<file path="src/rtl/if_id_stage.sv">
// Fetch stage: owns the PC, drives the instruction-memory address and holds the IF/ID register.
// Redirects flush IF/ID. Hazard-unit write enables stall the PC and IF/ID. Saturating counters track stalls and flushes.
module if_id_stage #(
  parameter logic [31:0] RESET_PC = 32'h0000_0000,
  parameter int unsigned CNT_W    = 32
) (
  input  logic             clk,
  input  logic             rst,
  input  logic             hz_PC_Write,
  input  logic             hz_IF_ID_Write,
  input  logic             redirect_valid,
  input  logic [31:0]      redirect_pc,
  output logic [31:0]      imem_addr,
  input  logic [31:0]      imem_rdata,
  output logic [31:0]      IF_ID_pc,
  output logic [31:0]      IF_ID_pc4,
  output logic [31:0]      IF_ID_inst,
  output logic             IF_ID_valid,
  output logic [CNT_W-1:0] stall_cnt,
  output logic [CNT_W-1:0] flush_cnt
);
  localparam logic [31:0] NOP = 32'h0000_0013;

  logic [31:0] pc;
  logic        stall_hit;

  assign imem_addr = pc;
  assign IF_ID_pc4 = IF_ID_pc + 32'd4;
  // A held bubble is not counted as a stall; only a real instruction being frozen counts.
  assign stall_hit = !redirect_valid && !hz_IF_ID_Write && IF_ID_valid;

  always_ff @(posedge clk or posedge rst) begin
    if (rst)                 pc <= RESET_PC;
    else if (redirect_valid) pc <= {redirect_pc[31:2], 2'b00};
    else if (hz_PC_Write)    pc <= pc + 32'd4;
  end

  always_ff @(posedge clk or posedge rst) begin
    if (rst) begin
      IF_ID_pc    <= 32'd0;
      IF_ID_inst  <= NOP;
      IF_ID_valid <= 1'b0;
    end else if (redirect_valid) begin
      IF_ID_pc    <= 32'd0;
      IF_ID_inst  <= NOP;
      IF_ID_valid <= 1'b0;
    end else if (hz_IF_ID_Write) begin
      IF_ID_pc    <= pc;
      IF_ID_inst  <= imem_rdata;
      IF_ID_valid <= 1'b1;
    end
  end

  always_ff @(posedge clk or posedge rst) begin
    if (rst) begin
      stall_cnt <= '0;
      flush_cnt <= '0;
    end else begin
      if (stall_hit && stall_cnt != '1)      stall_cnt <= stall_cnt + CNT_W'(1);
      if (redirect_valid && flush_cnt != '1) flush_cnt <= flush_cnt + CNT_W'(1);
    end
  end
endmodule

</file>
<file path="config.mk">
export PLATFORM = sky130hd
export DESIGN_NAME = if_id_stage
export DESIGN_NICKNAME = d
export VERILOG_FILES = /design/src/rtl/if_id_stage.sv
export SDC_FILE = /design/constraint.sdc
export NUM_CORES = 1
export LEC_CHECK = 0
export CORE_ASPECT_RATIO = 0.6
export CORE_MARGIN = 2
export CORE_UTILIZATION = 48
export DETAILED_ROUTE_END_ITERATION = 10
export GPL_ROUTABILITY_DRIVEN = 0
export GPL_TIMING_DRIVEN = 0
export PLACE_DENSITY = 0.83
export SLEW_MARGIN = 20
export SYNTH_ARGS = -nofsm -noshare
export SYNTH_HDL_FRONTEND = slang
export SYNTH_SLANG_ARGS = --single-unit
</file>
<file path="constraint.sdc">
create_clock -name clk -period 9.1 [get_ports clk]
set_clock_uncertainty 0.15 [all_clocks]
set_input_delay 0.91 -clock clk [delete_from_list [all_inputs] [get_ports clk]]
set_output_delay 0.91 -clock clk [all_outputs]
set_load 0.05 [all_outputs]
</file>
==> results by group, run 1 <==
Run status
  – Outcome: complete, no violations

Cells and area
  – Syn-to-layout area delta: 43.9%
  – Final core occ: 70.4%
  – Inserted Diodes: 0
  – Post-route insts no fill: 1259
  – Layout cells sized above 1: 7.33%
  – Leading cell types in the layout, fill and taps excluded: 257 x clkdlybuf4s50_1, 155 x dfrtp_1, 95 x nor2_1
  – Most common cell after layout, fill and taps aside: clkdlybuf4s50_1
  – Nets: 1110

Drt
  – Final WL: 23.7 mm
  – TritonRoute pass-1 iters: 5
  – DR iter-0 viols: 396
  – Routed vias/inst: 5.46
  – Vias: 6871
  – Avg WL per Cell: 18.8 µm
  – Residual DRC count: 0
  – DRT antenna net count: 0

Setup path
  – Setup crit end: IF_ID_pc4[20]
  – CP Capture Type: output port
  – WS Path Type: reg -> out
  – Crit path max-delay cell type: clkdlybuf4s50_1
  – R2R setup slack: 6.75 ns
  – Worst Setup Start Kind: flop
  – Crit. Startpoint: IF_ID_pc[2]
  – R2r endpoint: flush_cnt[1]
  – R2r startpoint: flush_cnt[27]
  – CP Cell Sequence: ha_1 -> and4_1 -> nand4_1 -> nor2_1 -> and4_1 -> xor2_1 -> clkdlybuf4s50_1
  – Data arrival, critical path: 3.44 ns
  – Max FO, Critical Path: 7
  – CP bufs+invs: 1
  – Critical path depth: 7
  – CP most frequent cell: and4_1
  – Worst R2R Path Depth: 5
  – Req. time, crit path: 8.04 ns
  – CP delay by family, top: simple AND/OR/NAND/NOR gates
  – Largest stage delay, worst path: 0.81 ns

Floorplanning
  – I/O pin total: 262
  – Initial core utilization: 48.9%
  – Chip Width: 170 µm
  – Die area: 17600 µm²
  – Vert. Die Dim: 103 µm
  – Core Area: 16200 µm²
  – Row cnt: 36

CTS
  – Num CTS Buffers: 17
  – Clk_lat worst skew: 0.41 ns
  – Post_cts resized: 0
  – Clock sink count: 158
  – Post-CTS Hold Fix Bufs: 0
  – CTS root buf: clkbuf_16
  – H-Tree Depth: 4
  – CTS Buffer Depth: 2
  – CTS tree: done
  – Post-CTS Setup Bufs: 0
  – Worst-path clk slew: 0.07 ns

Timing
  – Max Clock Freq: 0.222 GHz
  – Slew of the pin with the lowest slew margin: 0.823 ns
  – RSZ-0062 raised after global routing: false
  – Slew Limit Headroom: 44.6%
  – Final hold vios: 0
  – Min Tclk post-route: 4.50 ns
  – Final worst path period share: 49.4%
  – Setup TNS Final: 0 ns
  – Worst hold slack: 0.342 ns
  – Max-slew violations: 0
  – Setup violators final: 0

Global routing
  – Vias in the first global route: 6650
  – First-pass GRT wire length: 36.9 mm
  – Initial antenna violation count: 0
  – Total GRT Usage: 27.5%
  – Total gr overflow: 0
  – Largest net degree at the start of global routing: 81

Pwr
  – Power Dens Cells: 188 nW/µm²
  – Worst vdd ir: 170 µV
  – Leak: 4.93 nW

Logic synthesis
  – Post-synthesis sequential area ratio: 50.0%
  – Post-synthesis cell type count: 48
  – Cells after Synth: 759
  – Synth Register Bits: 158
  – Ys flop type: dfrtp_1
  – Post-synth top area cell: dfrtp_1
  – Post-Syn Area per Cell: 10.4 µm²
  – Top cells by area, synth: dfrtp_1 49%, mux2i_1 7.6%, xnor2_1 7.2%
  – Synth warn: 0
  – Post-synth EDFFs: 0
  – Asr flop ratio synth: 100%
  – Synthesized area: 7910 µm²
  – Synth top area share: 49.0%

Flow run
  – Max-Cap Viols: 0

Placed design
  – DP HPWL: 17.5 mm
  – Cells after DPL: 1227
  – Port bufs: 257

Min path
  – Tightest Hold Check Type: reg -> reg
[where the power goes]
group	internal (W)	total, W	switching [W]
combinational	0.000201	0.000569	0.000369
clock	0.000435	0.000734	0.000299
sequential	0.000760	0.000842	0.0000819
[cell usage after synthesis (4+ instances only)]
master / n
mux2i_1: 60
and4_1: 13
dfrtp_1: 155
inv_1: 16
mux2_2: 5
xor2_1: 48
o21ai_0: 28
and2_1: 4
nand4_1: 47
xnor2_1: 65
ha_1: 4
buf_4: 7
nand3_1: 41
buf_2: 8
nor2b_1: 5
nand2_1: 64
buf_1: 4
clkbuf_1: 13
and3_1: 17
nor2_1: 95
nor4_2: 4
a21oi_1: 4
nor4_1: 4
a31oi_1: 4
nor3_1: 10
[metal layers]
layer / part of all wire, % / vias up / GRT usage [%]
met4: 0.97 / 0 / 7.17
met3: 7.5 / 18 / 7.99
met5: 0 / - / 0
met1: 47 / 3414 / 39.1
met2: 44 / 247 / 41.9
li1: - / 3192 / -
[sequential cells by signal (all words and copies together), names as in the netlist]
signal and cells:
IF_ID_inst 32, flush_cnt 32, imem_addr 30, IF_ID_valid 1, IF_ID_pc 31, stall_cnt 32
[stage by stage]
step | total power [W] | worst slack [ns] | instance area, µm²
floorplan | 0.00120 | 3.78 | 7920
global placement | 0.00141 | 1.55 | 10800
detailed placement | 0.00142 | 5.10 | 10800
CTS | 0.00216 | 4.65 | 11400
global route | 0.00223 | 4.42 | 11400
finish | 0.00215 | 4.60 | 11400
[layout make-up]
type                            instances  area, µm²
Buffer                                 34        179
Clock buffer                           20        437
Clock inverter                         12        163
Fill cell                            1222       4780
Inverter                               16       67.6
Multi-Input combinational cell        552       3720
Sequential cell                       158       3960
Tap cell                              209        262
Timing Repair Buffer                  258       2600
[logic make-up after synthesis]
group                      count (synthesis)  synth area share (%)
adders and majority gates                  4                 0.632
muxes                                     65                  8.30
DFF                                      158                  50.0
other                                      1                0.0474
and+or+nand+nor                          323                  21.8
AOI/OAI and AO/OA                         45                  3.67
buffers and inverters                     50                  3.02
xor gates and xnor gates                 113                  12.5
[worst min-delay path by stage]
stage                  startpoint            end  cells after the start
detailed placement   flush_cnt[6]   flush_cnt[6]                      1
global placement    stall_cnt[26]  stall_cnt[26]                      1
finish               flush_cnt[6]   flush_cnt[6]                      1
CTS                  flush_cnt[6]   flush_cnt[6]                      1
global route         flush_cnt[6]   flush_cnt[6]                      1
floorplan             IF_ID_valid    IF_ID_valid                      2
[worst register-to-register path: cells and delay by family, from the launching register on]
| family | cells | cell delay (ns) |
|---|---|---|
| muxes | 1 | 0.34 |
| DFF | 1 | 0.45 |
| AOI/OAI and AO/OA | 1 | 0.27 |
| buffers and inverters | 1 | 0.15 |
| and+or+nand+nor | 2 | 0.89 |
No activity file was read; power rests on OpenSTA's default activity.
==> run 2: changes to the inputs <==
--- a/config.mk
+++ b/config.mk
@@ -7,11 +7,11 @@
 export LEC_CHECK = 0
 export CORE_ASPECT_RATIO = 0.6
 export CORE_MARGIN = 2
-export CORE_UTILIZATION = 48
+export CORE_UTILIZATION = 42
 export DETAILED_ROUTE_END_ITERATION = 10
 export GPL_ROUTABILITY_DRIVEN = 0
 export GPL_TIMING_DRIVEN = 0
-export PLACE_DENSITY = 0.83
+export PLACE_DENSITY = 0.77
 export SLEW_MARGIN = 20
 export SYNTH_ARGS = -nofsm -noshare
 export SYNTH_HDL_FRONTEND = slang
==> constraint.sdc (replaced) <==
create_clock -name clk -period 3.8 [get_ports clk]
set_clock_uncertainty 0.15 [all_clocks]
set_input_delay 0.38 -clock clk [delete_from_list [all_inputs] [get_ports clk]]
set_output_delay 0.38 -clock clk [all_outputs]
set_load 0.05 [all_outputs]
==> run 2 against run 1 <==
Net effect:
- sequential power up 140%
- sequential cell count unchanged
- final cell count up 2.9%
==> results by group, run 2 (synthesis results as in run 1) <==
Setup path
  – Req. time, crit path: 3.27 ns (was 8.04 ns)
  – Max FO, Critical Path: 7 (unchanged)
  – Data arrival, critical path: 3.07 ns (was 3.44 ns)
  – CP Capture Type: output port (unchanged)
  – WS Path Type: reg -> out (unchanged)
  – CP Cell Sequence: ha_1 -> and4_1 -> nand4_1 -> nor2_4 -> nand2_1 -> xnor2_1 -> clkdlybuf4s50_1 (was ha_1 -> and4_1 -> nand4_1 -> nor2_1 -> and4_1 -> xor2_1 -> clkdlybuf4s50_1)
  – Crit path max-delay cell type: clkdlybuf4s50_1 (unchanged)
  – Worst Setup Start Kind: flop (unchanged)
  – Largest stage delay, worst path: 0.82 ns (was 0.81 ns)

CTS
  – CTS root buf: clkbuf_16 (unchanged)
  – H-Tree Depth: 4 (unchanged)
  – Post-CTS Hold Fix Bufs: 0 (unchanged)
  – CTS tree: done (unchanged)
  – Clock sink count: 158 (unchanged)
  – Worst-path clk slew: 0.07 ns (about the same)
  – Clk_lat worst skew: 0.42 ns (was 0.41 ns)
  – CTS Buffer Depth: 2 (unchanged)
  – Num CTS Buffers: 17 (unchanged)

Cells and area
  – Nets: 1114 (was 1110)
  – Layout cells sized above 1: 7.78% (was 7.33%)
  – Most common cell after layout, fill and taps aside: clkdlybuf4s50_1 (unchanged)
  – Syn-to-layout area delta: 45.7% (was 43.9%)
  – Leading cell types in the layout, fill and taps excluded: 248 x clkdlybuf4s50_1, 155 x dfrtp_1, 94 x nor2_1 (was 257 x clkdlybuf4s50_1, 155 x dfrtp_1, 95 x nor2_1)
  – Post-route insts no fill: 1295 (was 1259)
  – Regs by FF count: IF_ID_inst x32, flush_cnt x32, stall_cnt x32 (unchanged)

Global routing
  – Total gr overflow: 0 (unchanged)
  – Initial antenna violation count: 1 (was 0)
  – Vias in the first global route: 6744 (was 6650)
  – First-pass GRT wire length: 37.8 mm (was 36.9 mm)
  – Largest net degree at the start of global routing: 33 (was 81)
  – Total GRT Usage: 24.5% (was 27.5%)

Drt
  – DR iter-0 viols: 433 (was 396)
  – TritonRoute pass-1 iters: 5 (unchanged)
  – Residual DRC count: 0 (unchanged)
  – Routed vias/inst: 5.26 (was 5.46)
  – Avg WL per Cell: 18.4 µm (was 18.8 µm)
  – Final WL: 23.8 mm (was 23.7 mm)
  – Vias: 6810 (was 6871)
  – DRT antenna net count: 0 (unchanged)

Floorplanning
  – Chip Width: 181 µm (was 170 µm)
  – Initial core utilization: 43.3% (was 48.9%)
  – Die area: 20000 µm² (was 17600 µm²)
  – Row cnt: 38 (was 36)
  – Vert. Die Dim: 110 µm (was 103 µm)
  – Core Area: 18300 µm² (was 16200 µm²)
  – I/O pin total: 262 (unchanged)

Timing
  – Setup violators final: 0 (unchanged)
  – Final hold vios: 0 (unchanged)
  – Worst Setup Slack, final: 0.197 ns (was 4.60 ns)
  – Slew Limit Headroom: 51.2% (was 44.6%)
  – Slew of the pin with the lowest slew margin: 0.731 ns (was 0.823 ns)
  – Max-slew violations: 0 (unchanged)
  – Worst hold slack: 0.161 ns (was 0.342 ns)
  – Min Tclk post-route: 3.60 ns
  – Max Clock Freq: 0.278 GHz
  – RSZ-0062 raised after global routing: false (unchanged)
  – Final worst path period share: 94.8%

Placed design
  – DP HPWL: 17.9 mm (was 17.5 mm)
  – Worst slack, placed: 0.262 ns (was 5.10 ns)
  – Port bufs: 257 (unchanged)
  – Cells after DPL: 1262 (was 1227)

Pwr
  – Leak: 5.11 nW (was 4.93 nW)
  – Final Total Pwr: 0.00514 W (was 0.00215 W)
  – Power Dens Cells: 446 nW/µm² (was 188 nW/µm²)
  – Worst vdd ir: 377 µV (was 170 µV)

Run status
  – Outcome: complete, no violations (unchanged)

Min path
  – Tightest Hold Check Type: in -> async (was reg -> reg)

Flow run
  – Max-Cap Viols: 0 (unchanged)
[run 2: changes by cell type in the layout (fill, tap and decap cells not counted), sizes merged]
cell	previous run	this run
clkinv	1	0
clkdlybuf4s50	257	248
dlygate4sd2	0	1
buf	22	26
dlymetal6s2s	0	8
diode	0	1
clkinvlp	5	6
[run 2: power by group]
part	switching (W)	internal [W]	leakage [nW]	total (W)
combinational	0.000878	0.000486	2.78	0.00136
clock	0.000721	0.00104	0.274	0.00176
sequential	0.000196	0.00182	2.05	0.00202
total	0.00179	0.00335	5.11	0.00514
[run 2: worst paths after layout]
path / slack [ns] / from / endpoint / depth (start not counted)
max: 0.20 / IF_ID_pc[2] / IF_ID_pc4[18] / 7
min: 0.16 / rst / IF_ID_inst[6] / 2
max reg2reg: 1.45 / stall_cnt[0] / stall_cnt[27] / 7
min reg2reg: 0.35 / flush_cnt[6] / flush_cnt[6] / 1
max in group asynchronous: 2.41 / rst / imem_addr[10] / 5
min in group clk: 0.35 / flush_cnt[6] / flush_cnt[6] / 1
[run 2: metal layers]
| metal | track usage [%] | wire, µm |
|---|---|---|
| met5 | 0 | 0 |
| met4 | 5.17 | 163 |
| met2 | 37.1 | 10300 |
| met3 | 6.64 | 1790 |
| met1 | 35.2 | 11500 |
[run 2: through the flow]
step                TNS [ns]  utilization (%)  cell area [µm²]
floorplan                  0                -             7920
global placement      -18.27             59.1            10800
detailed placement         0             59.7            10900
CTS                        0             63.0            11500
global route               0             63.1            11500
finish                     0             63.2            11500
[run 2: layout make-up]
cell class              instances  area, µm²
clock inverters                12        163
diodes                          1       2.50
multi-input cells             552       3740
fillers                      1542       6730
clock buffers                  20        437
well taps                     240        300
plain buffers                  34        179
inverters                      16       63.8
flip-flops and latches        158       3960
repair buffers                262       2690
[run 2: repair_timing]
action,4_1_cts,5_1_grt
endpoints found under the setup margin,10,9
pin swaps,0,0
gates resized for setup,3,9
buffers inserted,0,0
[run 2: worst max-delay path: cells and delay by family (launching register included)]
family	cells	cell delay (ns)
and+or+nand+nor	4	0.96
adders and majority gates	1	0.25
DFF	1	0.47
xor gates and xnor gates	1	0.16
buffers and inverters	1	0.82
==> RTL edit, RTL diff (flow settings as in run 2) <==
Set the parameter `CNT_W` to 48 (it was 32).
--- a/src/rtl/if_id_stage.sv
+++ b/src/rtl/if_id_stage.sv
@@ -3,5 +3,5 @@
 module if_id_stage #(
   parameter logic [31:0] RESET_PC = 32'h0000_0000,
-  parameter int unsigned CNT_W    = 32
+  parameter int unsigned CNT_W    = 48
 ) (
   input  logic             clk,
Ports: changed (resized flush_cnt and stall_cnt); port bits go from 262 to 294. No check against the original RTL was run, so the function may have changed too.
==> RTL edit against run 2 <==
Clock power grew 16%; sequential cell count rose by 32; area after synthesis rose by 18%; combinational power decreased by 7%; sequential share of layout area grew 1.1 points; setup slack worse by 0.0078 ns; wire length grew 15%; first-iteration DRC count decreased by 5.1%; total power rose by 9.6%; final area increased by 17%; largest cell class unchanged.
==> RTL edit: results (changes against run 2) <==
Synthesis
  – Synth area leaders: dfrtp_1, xnor2_1, mux2i_1, xor2_1, nor2_1
  – Gate Count Post-Synth: 916 (+21%)

Setup path
  – Cells on worst reg2reg path: 6 (-1)
  – Top delay family on crit path: buffers and inverters
  – Max incr delay on CP: 0.55 ns (-0.27 ns)
  – Arrival time at the worst endpoint: 3.08 ns (about the same)
  – Reg2reg setup slack: 1.06 ns (-0.39 ns)
  – Crit path from: IF_ID_pc[4]$_DFFE_PP0P_
  – FF-to-FF Start: flush_cnt[6]$_DFFE_PP0P_
  – CP max stage cell: dlygate4sd2_1

Clock tree
  – Clk Latency, worst-skew pair: 0.44 ns (+0.02 ns)

Finish
  – Diode count: 0 (-1)
  – Layout cell share with drive strength beyond 1: 6.350% (-1.4 points)
  – Biggest regs: flush_cnt: 48 flops, stall_cnt: 48 flops, IF_ID_inst: 32 flops

Global routing
  – Initial antenna violation count: 0 (-1)
  – First-pass GRT wire length: 43350 um (+15%)

Place
  – I/O Buffers: 288 (+12%)
  – DPL Wire Length: 20780 um (+16%)
  – Placed insts: 1498 (+19%)
  – Placed instance area: 12770 sq um (+17%)

Detailed routing
  – Vias per inst: 5.266 (+0.14%)
  – Avg WL per Cell: 17.89 um (-2.5%)
  – DRT Wirelength: 27380 um (+15%)

STA
  – Worst-margin pin slew: 0.9141 ns (+0.1828 ns)

Power
  – Net Switching: 1839 uW (+2.5%)
  – Lkg Pwr: 0.005939 uW (+16%)
  – Max VDD drop: 0.3138 mV (-17%)

Status
  – Outcome: finished clean
[RTL edit: changes by cell type in the layout (fill, tap and decap cells not counted), sizes merged, moves of 4 or more]
cell / before / now
buf: 26 / 20
nor4: 10 / 15
xnor2: 65 / 85
nor3: 13 / 28
clkbuf: 33 / 42
nand2: 64 / 96
dfrtp: 155 / 187
clkdlybuf4s50: 248 / 275
clkinvlp: 6 / 2
xor2: 48 / 63
and3: 17 / 30
nand3: 41 / 56
a31oi: 5 / 0
nor2: 95 / 106
[RTL edit: kinds of logic (layout without fill, tap and decap cells)]
group / count (synthesis) / after routing / share of synthesized area (%)
flops: 190 / 190 / 50.77
buf+inv: 46 / 373 / 2.136
simple gates: 420 / 420 / 22.83
mux: 67 / 67 / 7.236
other cells: 1 / 2 / 0.04001
xor+xnor: 148 / 148 / 13.83
fa+ha+maj: 4 / 4 / 0.5341
compound gates: 40 / 40 / 2.617
[RTL edit: area by class of cell]
class	count	area, sq um
Buffer	35	158.9
Clock buffer	18	439.2
Clock inverter	14	226.5
Fill cell	1831	8517
Inverter	11	45.04
Multi-Input combinational cell	681	4423
Sequential cell	190	4758
Tap cell	286	357.8
Timing Repair Buffer	295	3040
[RTL edit: worst min-delay path by stage]
stage                                   start                        end
finish                                    rst  stall_cnt[10]$_DFFE_PP0P_
global route                              rst  stall_cnt[10]$_DFFE_PP0P_
CTS                                       rst  stall_cnt[10]$_DFFE_PP0P_
detailed placement  stall_cnt[17]$_DFFE_PP0P_  stall_cnt[17]$_DFFE_PP0P_
global placement    stall_cnt[15]$_DFFE_PP0P_  stall_cnt[15]$_DFFE_PP0P_
floorplan                     redirect_pc[10]  imem_addr[10]$_DFFE_PP0N_
[RTL edit: power groups by stage]
stage                     Sequential [uW]  Clock [uW]  Combinational (uW)
final                                2320        2040                1270
after global routing                 2340        2170                1340
after CTS                            2320        2070                1290
after detailed placement             2360           0                1290
after global placement               2350           0                1250
after floorplan                      2750           0                 369
[RTL edit: metrics by stage]
step                setup slack [ns]  hold WS, ns  util, %  total power, uW
floorplan                     0.4830       0.3510        -             3123
global placement             -0.7702       0.3288    57.45             3606
detailed placement            0.3016       0.3357    58.16             3645
CTS                          0.01114       0.1341    61.15             5678
global route                 0.01780       0.1784    61.23             5856
finish                        0.1890       0.1418    61.23             5636
[RTL edit: routing by layer]
metal,vias to the layer above,wire length (um),track usage (%)
met1,3966,12810,33.18
met3,25,1775,5.705
met2,267,12420,36.40
li1,3799,-,-
met5,-,0,0
met4,0,362,5.733
